<file path="config.mk">
export PLATFORM = sky130hd
export DESIGN_NAME = decode_module
export DESIGN_NICKNAME = d
export VERILOG_FILES = /design/src/rtl/mips_defs_pkg.sv /design/src/rtl/register_file.sv /design/src/rtl/decode_module.sv
export SDC_FILE = /design/constraint.sdc
export NUM_CORES = 2
export LEC_CHECK = 0
export CAP_MARGIN = 5
export CORE_ASPECT_RATIO = 1.1
export CORE_MARGIN = 2
export CORE_UTILIZATION = 34
export CTS_CLUSTER_SIZE = 40
export DETAILED_ROUTE_END_ITERATION = 10
export SLEW_MARGIN = 20
export SYNTH_ARGS = -nofsm -noshare
export SYNTH_HDL_FRONTEND = slang
export SYNTH_SLANG_ARGS = --single-unit
</file>
<file path="constraint.sdc">
create_clock -name clk -period 8.69 [get_ports clk]
set_clock_uncertainty 0.2 [all_clocks]
set_input_delay 0.869 -clock clk [delete_from_list [all_inputs] [get_ports clk]]
set_output_delay 0.869 -clock clk [all_outputs]
set_load 0.005 [all_outputs]
</file>
<file path="src/rtl/mips_defs_pkg.sv">
// Shared MIPS decode definitions: opcodes, ALU operation classes, funct codes
// understood by execute_module, and the packed control bundle carried in ID/EX.
package mips_defs;

   localparam int unsigned IDX_W   = 5;
   localparam int unsigned OP_W    = 6;
   localparam int unsigned FUNCT_W = 6;
   localparam int unsigned ALUOP_W = 3;
   localparam int unsigned INSTR_W = 32;

   localparam logic [OP_W-1:0] OP_RTYPE = 6'b000000;
   localparam logic [OP_W-1:0] OP_ADDI  = 6'b001000;
   localparam logic [OP_W-1:0] OP_LW    = 6'b100011;
   localparam logic [OP_W-1:0] OP_SW    = 6'b101011;
   localparam logic [OP_W-1:0] OP_BEQ   = 6'b000100;

   localparam logic [ALUOP_W-1:0] ALUOP_RTYPE = 3'b000;
   localparam logic [ALUOP_W-1:0] ALUOP_SUB   = 3'b001;
   localparam logic [ALUOP_W-1:0] ALUOP_ADD   = 3'b011;

   localparam logic [FUNCT_W-1:0] FUNCT_ADD      = 6'b000000;
   localparam logic [FUNCT_W-1:0] FUNCT_SUB      = 6'b000001;
   localparam logic [FUNCT_W-1:0] FUNCT_AND      = 6'b000010;
   localparam logic [FUNCT_W-1:0] FUNCT_OR       = 6'b000011;
   localparam logic [FUNCT_W-1:0] FUNCT_SLT      = 6'b000100;
   localparam logic [FUNCT_W-1:0] FUNCT_SLL      = 6'b000101;
   localparam logic [FUNCT_W-1:0] FUNCT_SRL      = 6'b000110;
   localparam logic [FUNCT_W-1:0] FUNCT_ADD_MIPS = 6'b100000;

   typedef struct packed {
      logic [ALUOP_W-1:0] alu_op;
      logic               alu_src;
      logic               reg_write;
      logic               mem_read;
      logic               mem_write;
      logic               mem_to_reg;
      logic               branch;
   } ctrl_t;

endpackage

</file>
<file path="src/rtl/register_file.sv">
// 32-entry architectural register file: two combinational read ports with
// same-cycle write-back bypass, one synchronous write port, $0 hard-wired to 0.
module register_file
   import mips_defs::*;
#(
   parameter int unsigned REG_COUNT = 32,
   parameter int unsigned DATA_W    = 32
) (
   input  logic              clk,
   input  logic              rst,
   input  logic [IDX_W-1:0]  rd_addr_1,
   input  logic [IDX_W-1:0]  rd_addr_2,
   output logic [DATA_W-1:0] rd_data_1_c,
   output logic [DATA_W-1:0] rd_data_2_c,
   input  logic              wr_en,
   input  logic [IDX_W-1:0]  wr_addr,
   input  logic [DATA_W-1:0] wr_data
);

   logic [DATA_W-1:0] regs [REG_COUNT];
   logic              wr_live_c;

   assign wr_live_c = wr_en && (wr_addr != '0);

   // Reset beats a simultaneous write-back.
   always_ff @(posedge clk) begin
      if (rst) begin
         for (int i = 0; i < int'(REG_COUNT); i++) begin
            regs[i] <= '0;
         end
      end else if (wr_live_c) begin
         regs[wr_addr] <= wr_data;
      end
   end

   always_comb begin
      rd_data_1_c = '0;
      if (rd_addr_1 != '0) begin
         rd_data_1_c = (wr_live_c && (wr_addr == rd_addr_1)) ? wr_data : regs[rd_addr_1];
      end
   end

   always_comb begin
      rd_data_2_c = '0;
      if (rd_addr_2 != '0) begin
         rd_data_2_c = (wr_live_c && (wr_addr == rd_addr_2)) ? wr_data : regs[rd_addr_2];
      end
   end

endmodule

</file>
<file path="src/rtl/decode_module.sv">
// MIPS instruction-decode stage: field split, register read, control decode,
// and the ID/EX pipeline register feeding execute_module.
module decode_module
   import mips_defs::*;
#(
   parameter int unsigned REG_COUNT = 32,
   parameter int unsigned DATA_W    = 32
) (
   input  logic               clk,
   input  logic               rst,
   input  logic [INSTR_W-1:0] instr,
   input  logic               instr_valid,
   input  logic               stall,
   input  logic               flush,
   input  logic               wb_reg_write,
   input  logic [IDX_W-1:0]   wb_write_reg,
   input  logic [DATA_W-1:0]  wb_write_data,
   output logic [DATA_W-1:0]  alu_read_data_1,
   output logic [DATA_W-1:0]  alu_read_data_2,
   output logic [DATA_W-1:0]  immediate,
   output logic [FUNCT_W-1:0] funct,
   output logic [ALUOP_W-1:0] alu_op,
   output logic               alu_src,
   output logic               reg_write,
   output logic               mem_read,
   output logic               mem_write,
   output logic               mem_to_reg,
   output logic               branch,
   output logic [IDX_W-1:0]   write_reg,
   output logic               out_valid,
   output logic               illegal_op
);

   logic [OP_W-1:0]   opcode_c;
   logic [IDX_W-1:0]  rs_c, rt_c, rd_c;
   logic [IDX_W-1:0]  rd_addr_1_c, rd_addr_2_c;
   logic [DATA_W-1:0] rd_data_1_c, rd_data_2_c;
   logic [DATA_W-1:0] imm_ext_c;
   ctrl_t             dec_ctrl_c;
   logic [IDX_W-1:0]  dec_wreg_c;
   logic              dec_illegal_c;

   ctrl_t             ctrl_q;
   logic [IDX_W-1:0]  rs_q, rt_q;

   assign opcode_c  = instr[31:26];
   assign rs_c      = instr[25:21];
   assign rt_c      = instr[20:16];
   assign rd_c      = instr[15:11];
   assign imm_ext_c = {{(DATA_W-16){instr[15]}}, instr[15:0]};

   // A held stage re-reads its own latched sources so write-backs land in it.
   assign rd_addr_1_c = (stall && !flush) ? rs_q : rs_c;
   assign rd_addr_2_c = (stall && !flush) ? rt_q : rt_c;

   register_file #(
      .REG_COUNT (REG_COUNT),
      .DATA_W    (DATA_W)
   ) u_register_file (
      .clk         (clk),
      .rst         (rst),
      .rd_addr_1   (rd_addr_1_c),
      .rd_addr_2   (rd_addr_2_c),
      .rd_data_1_c (rd_data_1_c),
      .rd_data_2_c (rd_data_2_c),
      .wr_en       (wb_reg_write),
      .wr_addr     (wb_write_reg),
      .wr_data     (wb_write_data)
   );

   always_comb begin
      dec_ctrl_c    = '0;
      dec_wreg_c    = '0;
      dec_illegal_c = 1'b0;
      case (opcode_c)
         OP_RTYPE: begin
            dec_ctrl_c.alu_op    = ALUOP_RTYPE;
            dec_ctrl_c.reg_write = 1'b1;
            dec_wreg_c           = rd_c;
         end
         OP_ADDI: begin
            dec_ctrl_c.alu_op    = ALUOP_ADD;
            dec_ctrl_c.alu_src   = 1'b1;
            dec_ctrl_c.reg_write = 1'b1;
            dec_wreg_c           = rt_c;
         end
         OP_LW: begin
            dec_ctrl_c.alu_op     = ALUOP_ADD;
            dec_ctrl_c.alu_src    = 1'b1;
            dec_ctrl_c.reg_write  = 1'b1;
            dec_ctrl_c.mem_read   = 1'b1;
            dec_ctrl_c.mem_to_reg = 1'b1;
            dec_wreg_c            = rt_c;
         end
         OP_SW: begin
            dec_ctrl_c.alu_op    = ALUOP_ADD;
            dec_ctrl_c.alu_src   = 1'b1;
            dec_ctrl_c.mem_write = 1'b1;
         end
         OP_BEQ: begin
            dec_ctrl_c.alu_op = ALUOP_SUB;
            dec_ctrl_c.branch = 1'b1;
         end
         default: dec_illegal_c = 1'b1;
      endcase
   end

   // ID/EX register: reset, then bubble, then stall-hold, then load.
   always_ff @(posedge clk) begin
      if (rst || flush || (!stall && !instr_valid)) begin
         ctrl_q          <= '0;
         rs_q            <= '0;
         rt_q            <= '0;
         alu_read_data_1 <= '0;
         alu_read_data_2 <= '0;
         immediate       <= '0;
         funct           <= '0;
         write_reg       <= '0;
         out_valid       <= 1'b0;
         illegal_op      <= 1'b0;
      end else if (stall) begin
         alu_read_data_1 <= rd_data_1_c;
         alu_read_data_2 <= rd_data_2_c;
      end else begin
         ctrl_q          <= dec_ctrl_c;
         rs_q            <= rs_c;
         rt_q            <= rt_c;
         alu_read_data_1 <= rd_data_1_c;
         alu_read_data_2 <= rd_data_2_c;
         immediate       <= imm_ext_c;
         funct           <= instr[5:0];
         write_reg       <= dec_wreg_c;
         out_valid       <= 1'b1;
         illegal_op      <= dec_illegal_c;
      end
   end

   assign alu_op     = ctrl_q.alu_op;
   assign alu_src    = ctrl_q.alu_src;
   assign reg_write  = ctrl_q.reg_write;
   assign mem_read   = ctrl_q.mem_read;
   assign mem_write  = ctrl_q.mem_write;
   assign mem_to_reg = ctrl_q.mem_to_reg;
   assign branch     = ctrl_q.branch;

endmodule

</file>
==> results.sh <==
export IMPL_run_status="finished, final reports clean"
export IMPL_holdWs_ns=0.252
export IMPL_rr_startpoint="rt_q[2]$_SDFFE_PP0N_"
export IMPL_via_per_inst=5.95
export IMPL_worstHoldPathCells=2
export IMPL_cts_inserted_buffers=120
export IMPL_maxSlewViolCount=0
export IMPL_startpoint="stall"
export IMPL_drtAntennaViolNets=0
export IMPL_hold_path_class="flop to flop"
export IMPL_p_leak_nw=25.1
export IMPL_layout_nets=5373
export IMPL_synth_top_cell_area_share_pct=51.5
export IMPL_startpoint_type="input pin"
export IMPL_cap_viol_max_count=0
export IMPL_cp_end_kind="flop"
export IMPL_reg2reg_depth=9
export IMPL_min_period_over_period_pct=58.4
export IMPL_cts_sinks=1128
export IMPL_clk_latency_ns=0.78
export IMPL_postCtsSetupRepairBufs=0
export IMPL_final_setup_tns_ns=0
export IMPL_grt_overflow=0
export IMPL_ys_types=65
export IMPL_relSlewSlack_pct=20.9
export IMPL_antenna_found_initial=12
export IMPL_rrSetupSlack_ns=4.32
export IMPL_synth_warnings=0
export IMPL_cts_resized=0
export IMPL_wl_per_cell_um=30.4
export IMPL_cp_required_ns=9.11
export IMPL_grt_usage_pct=25.3
export IMPL_tritoncts="yes"
export IMPL_drive_above_1_share_pct=11.0
export IMPL_clockBufferDepth=3
export IMPL_synth_top_cell_by_area="edfxtp_1"
export IMPL_grt_pass1_wl_um=327000
export IMPL_hold_start="out_valid$_SDFFE_PP0N_"
export IMPL_tightest_slew_ns=1.19
export IMPL_yosys_top_cells_area="edfxtp_1 (52%), and2_1 (11%), mux2i_1 (8.6%), nand2_1 (3.9%), dfxtp_1 (3.5%)"
export IMPL_rows=161
export IMPL_power_density_mw_per_mm2=201
export IMPL_drt_iter0_drc=6611
export IMPL_hold_buffers=0
export IMPL_grt_max_degree=137
export IMPL_dieArea_mm2=0.179
export IMPL_ys_ff_latch=1128
export IMPL_crit_arrival_ns=5.50
export IMPL_place_hpwl_um=140000
export IMPL_hold_viol_final=0
export IMPL_ys_flop_type="edfxtp_1"
export IMPL_design_core_area_mm2=0.175
export IMPL_peakVddDrop_uv=194
export IMPL_gp_congestion=0.939
export IMPL_setup_viol=0
export IMPL_drtPass1Iterations=6
export IMPL_synthesis_area_mm2=0.0597
export IMPL_ctsHtreeMaxLevel=3
export IMPL_yosysSeqAreaShare_pct=55.0
export IMPL_min_period_ns=5.08
export IMPL_start_util_pct=34.2
export IMPL_synthCells=5328
export IMPL_utilization_pct=39.0
export IMPL_max_freq_mhz=197
export IMPL_dieWidth_um=404
export IMPL_port_buffers=191
export IMPL_die_h_um=443
export IMPL_synthArstFlopShare_pct=0
export IMPL_post_route_drc_count=0
export IMPL_clkTransAtPathRegs_ns=0.06
export IMPL_synth_edff_count=1024
export IMPL_grt_setup_unrepaired="no"
export IMPL_critPathKind="input pin to flop"
export IMPL_cts_root_buf="clkbuf_16"
export IMPL_largest_register_ffs=1024
export IMPL_reg_top3="u_register_file.regs: 1024 flops, alu_read_data_1: 32 flops, alu_read_data_2: 32 flops"
export IMPL_via_count=45700
export IMPL_wl_um=234000
export IMPL_top_register="u_register_file.regs"
export IMPL_synth_avg_cell_area_um2=11.2
export IMPL_cp_max_fo=55
export IMPL_first_global_vias=44200
export IMPL_io_pins=193
export IMPL_syn_to_final_growth_pct=14.0
[cell type report]
class | instances | area (um^2)
clock buffers | 167 | 3400
repair buffers | 355 | 3210
diodes | 3 | 7.51
inverters | 5 | 18.8
fillers | 16400 | 107000
well taps | 2282 | 2860
clock inverters | 60 | 671
flip-flops and latches | 1128 | 32800
multi-input cells | 3688 | 25100
[routing by layer]
layer | wire length (um) | global-route usage (%)
met1 | 88800 | 32.5
met2 | 102000 | 38.6
met3 | 25400 | 5.53
met4 | 17400 | 16.2
met5 | 0 | 0
[worst max-delay path, stage by stage]
cell      delay (ns)
buf_2           0.08
buf_4           0.56
nand2b_1        0.61
a21oi_4         0.80
buf_4           0.74
buf_4           0.67
mux2i_1         0.26
o22ai_1         0.09
o21ai_0         0.25
a21oi_1         0.19
a211o_1         0.29
[through the flow]
step	total power [W]	setup WS (ns)	area (um^2)	cells
floorplan	0.00749	5.27	59800	5360
global placement	0.00831	2.98	64000	7457
detailed placement	0.00833	2.95	64000	7458
CTS	0.0136	3.73	68000	7685
global route	0.0140	3.44	68000	7685
finish	0.0136	3.61	68100	7688
[report_power, final]
part           internal, W  switching (W)  leakage, nW  total (W)
sequential         0.00621       0.000184         10.6    0.00639
clock              0.00306        0.00230         2.00    0.00537
combinational     0.000608        0.00128         12.5    0.00188
[cells in the final DEF (no fill, tap or decap), types with 114 or more instances in the layout]
cell type,instances
and2_1,1011
buf_4,158
clkbuf_16,122
clkdlybuf4s50_1,187
edfxtp_1,1024
mux2i_1,510
nand2_1,620
nand3_1,231
nor2_1,178
o21ai_0,145
o221ai_1,114
o22ai_1,126
[final timing paths]
check                                                 endpoint
worst min register to register          out_valid$_SDFFE_PP0N_
worst max-delay path            alu_read_data_1[31]$_SDFF_PP0_
worst max register to register   alu_read_data_2[0]$_SDFF_PP0_
worst min-delay path                    out_valid$_SDFFE_PP0N_
[cells by family (layout without fill, tap and decap cells)]
logic type,Yosys count,after routing,synth area share [%]
buffers and inverters,544,587,3.89
multiplexers,647,647,12.4
XOR/XNOR,15,15,0.220
other,1,36,0.00628
AND/OR/NAND/NOR,2267,2267,19.8
flip-flops,1128,1128,55.0
AO/OA/AOI/OAI,726,726,8.68
[synthesized netlist by cell type (all sizes together) (2+ instances only)]
library cell,count
nand3,231
or2,32
or3,4
o31ai,4
nor3b,15
a2111oi,13
a32oi,32
nor4,2
a21oi,81
dfxtp,104
xnor2,9
nor2b,4
xor2,6
inv,5
mux2,66
a211oi,20
o41ai,2
a22o,12
nand2b,3
a21o,6
o22ai,126
o21a,2
and2,1011
a22oi,7
nor2,209
o221ai,114
nand2,624
a211o,32
a41o,19
a221oi,33
buf,138
clkbuf,401
o21ai,148
nand3b,12
mux2i,514
edfxtp,1024
a31oi,36
nand4,77
o22a,31
nor3,40
mux4,67
Note: power is estimated with default switching activity, not from simulation.
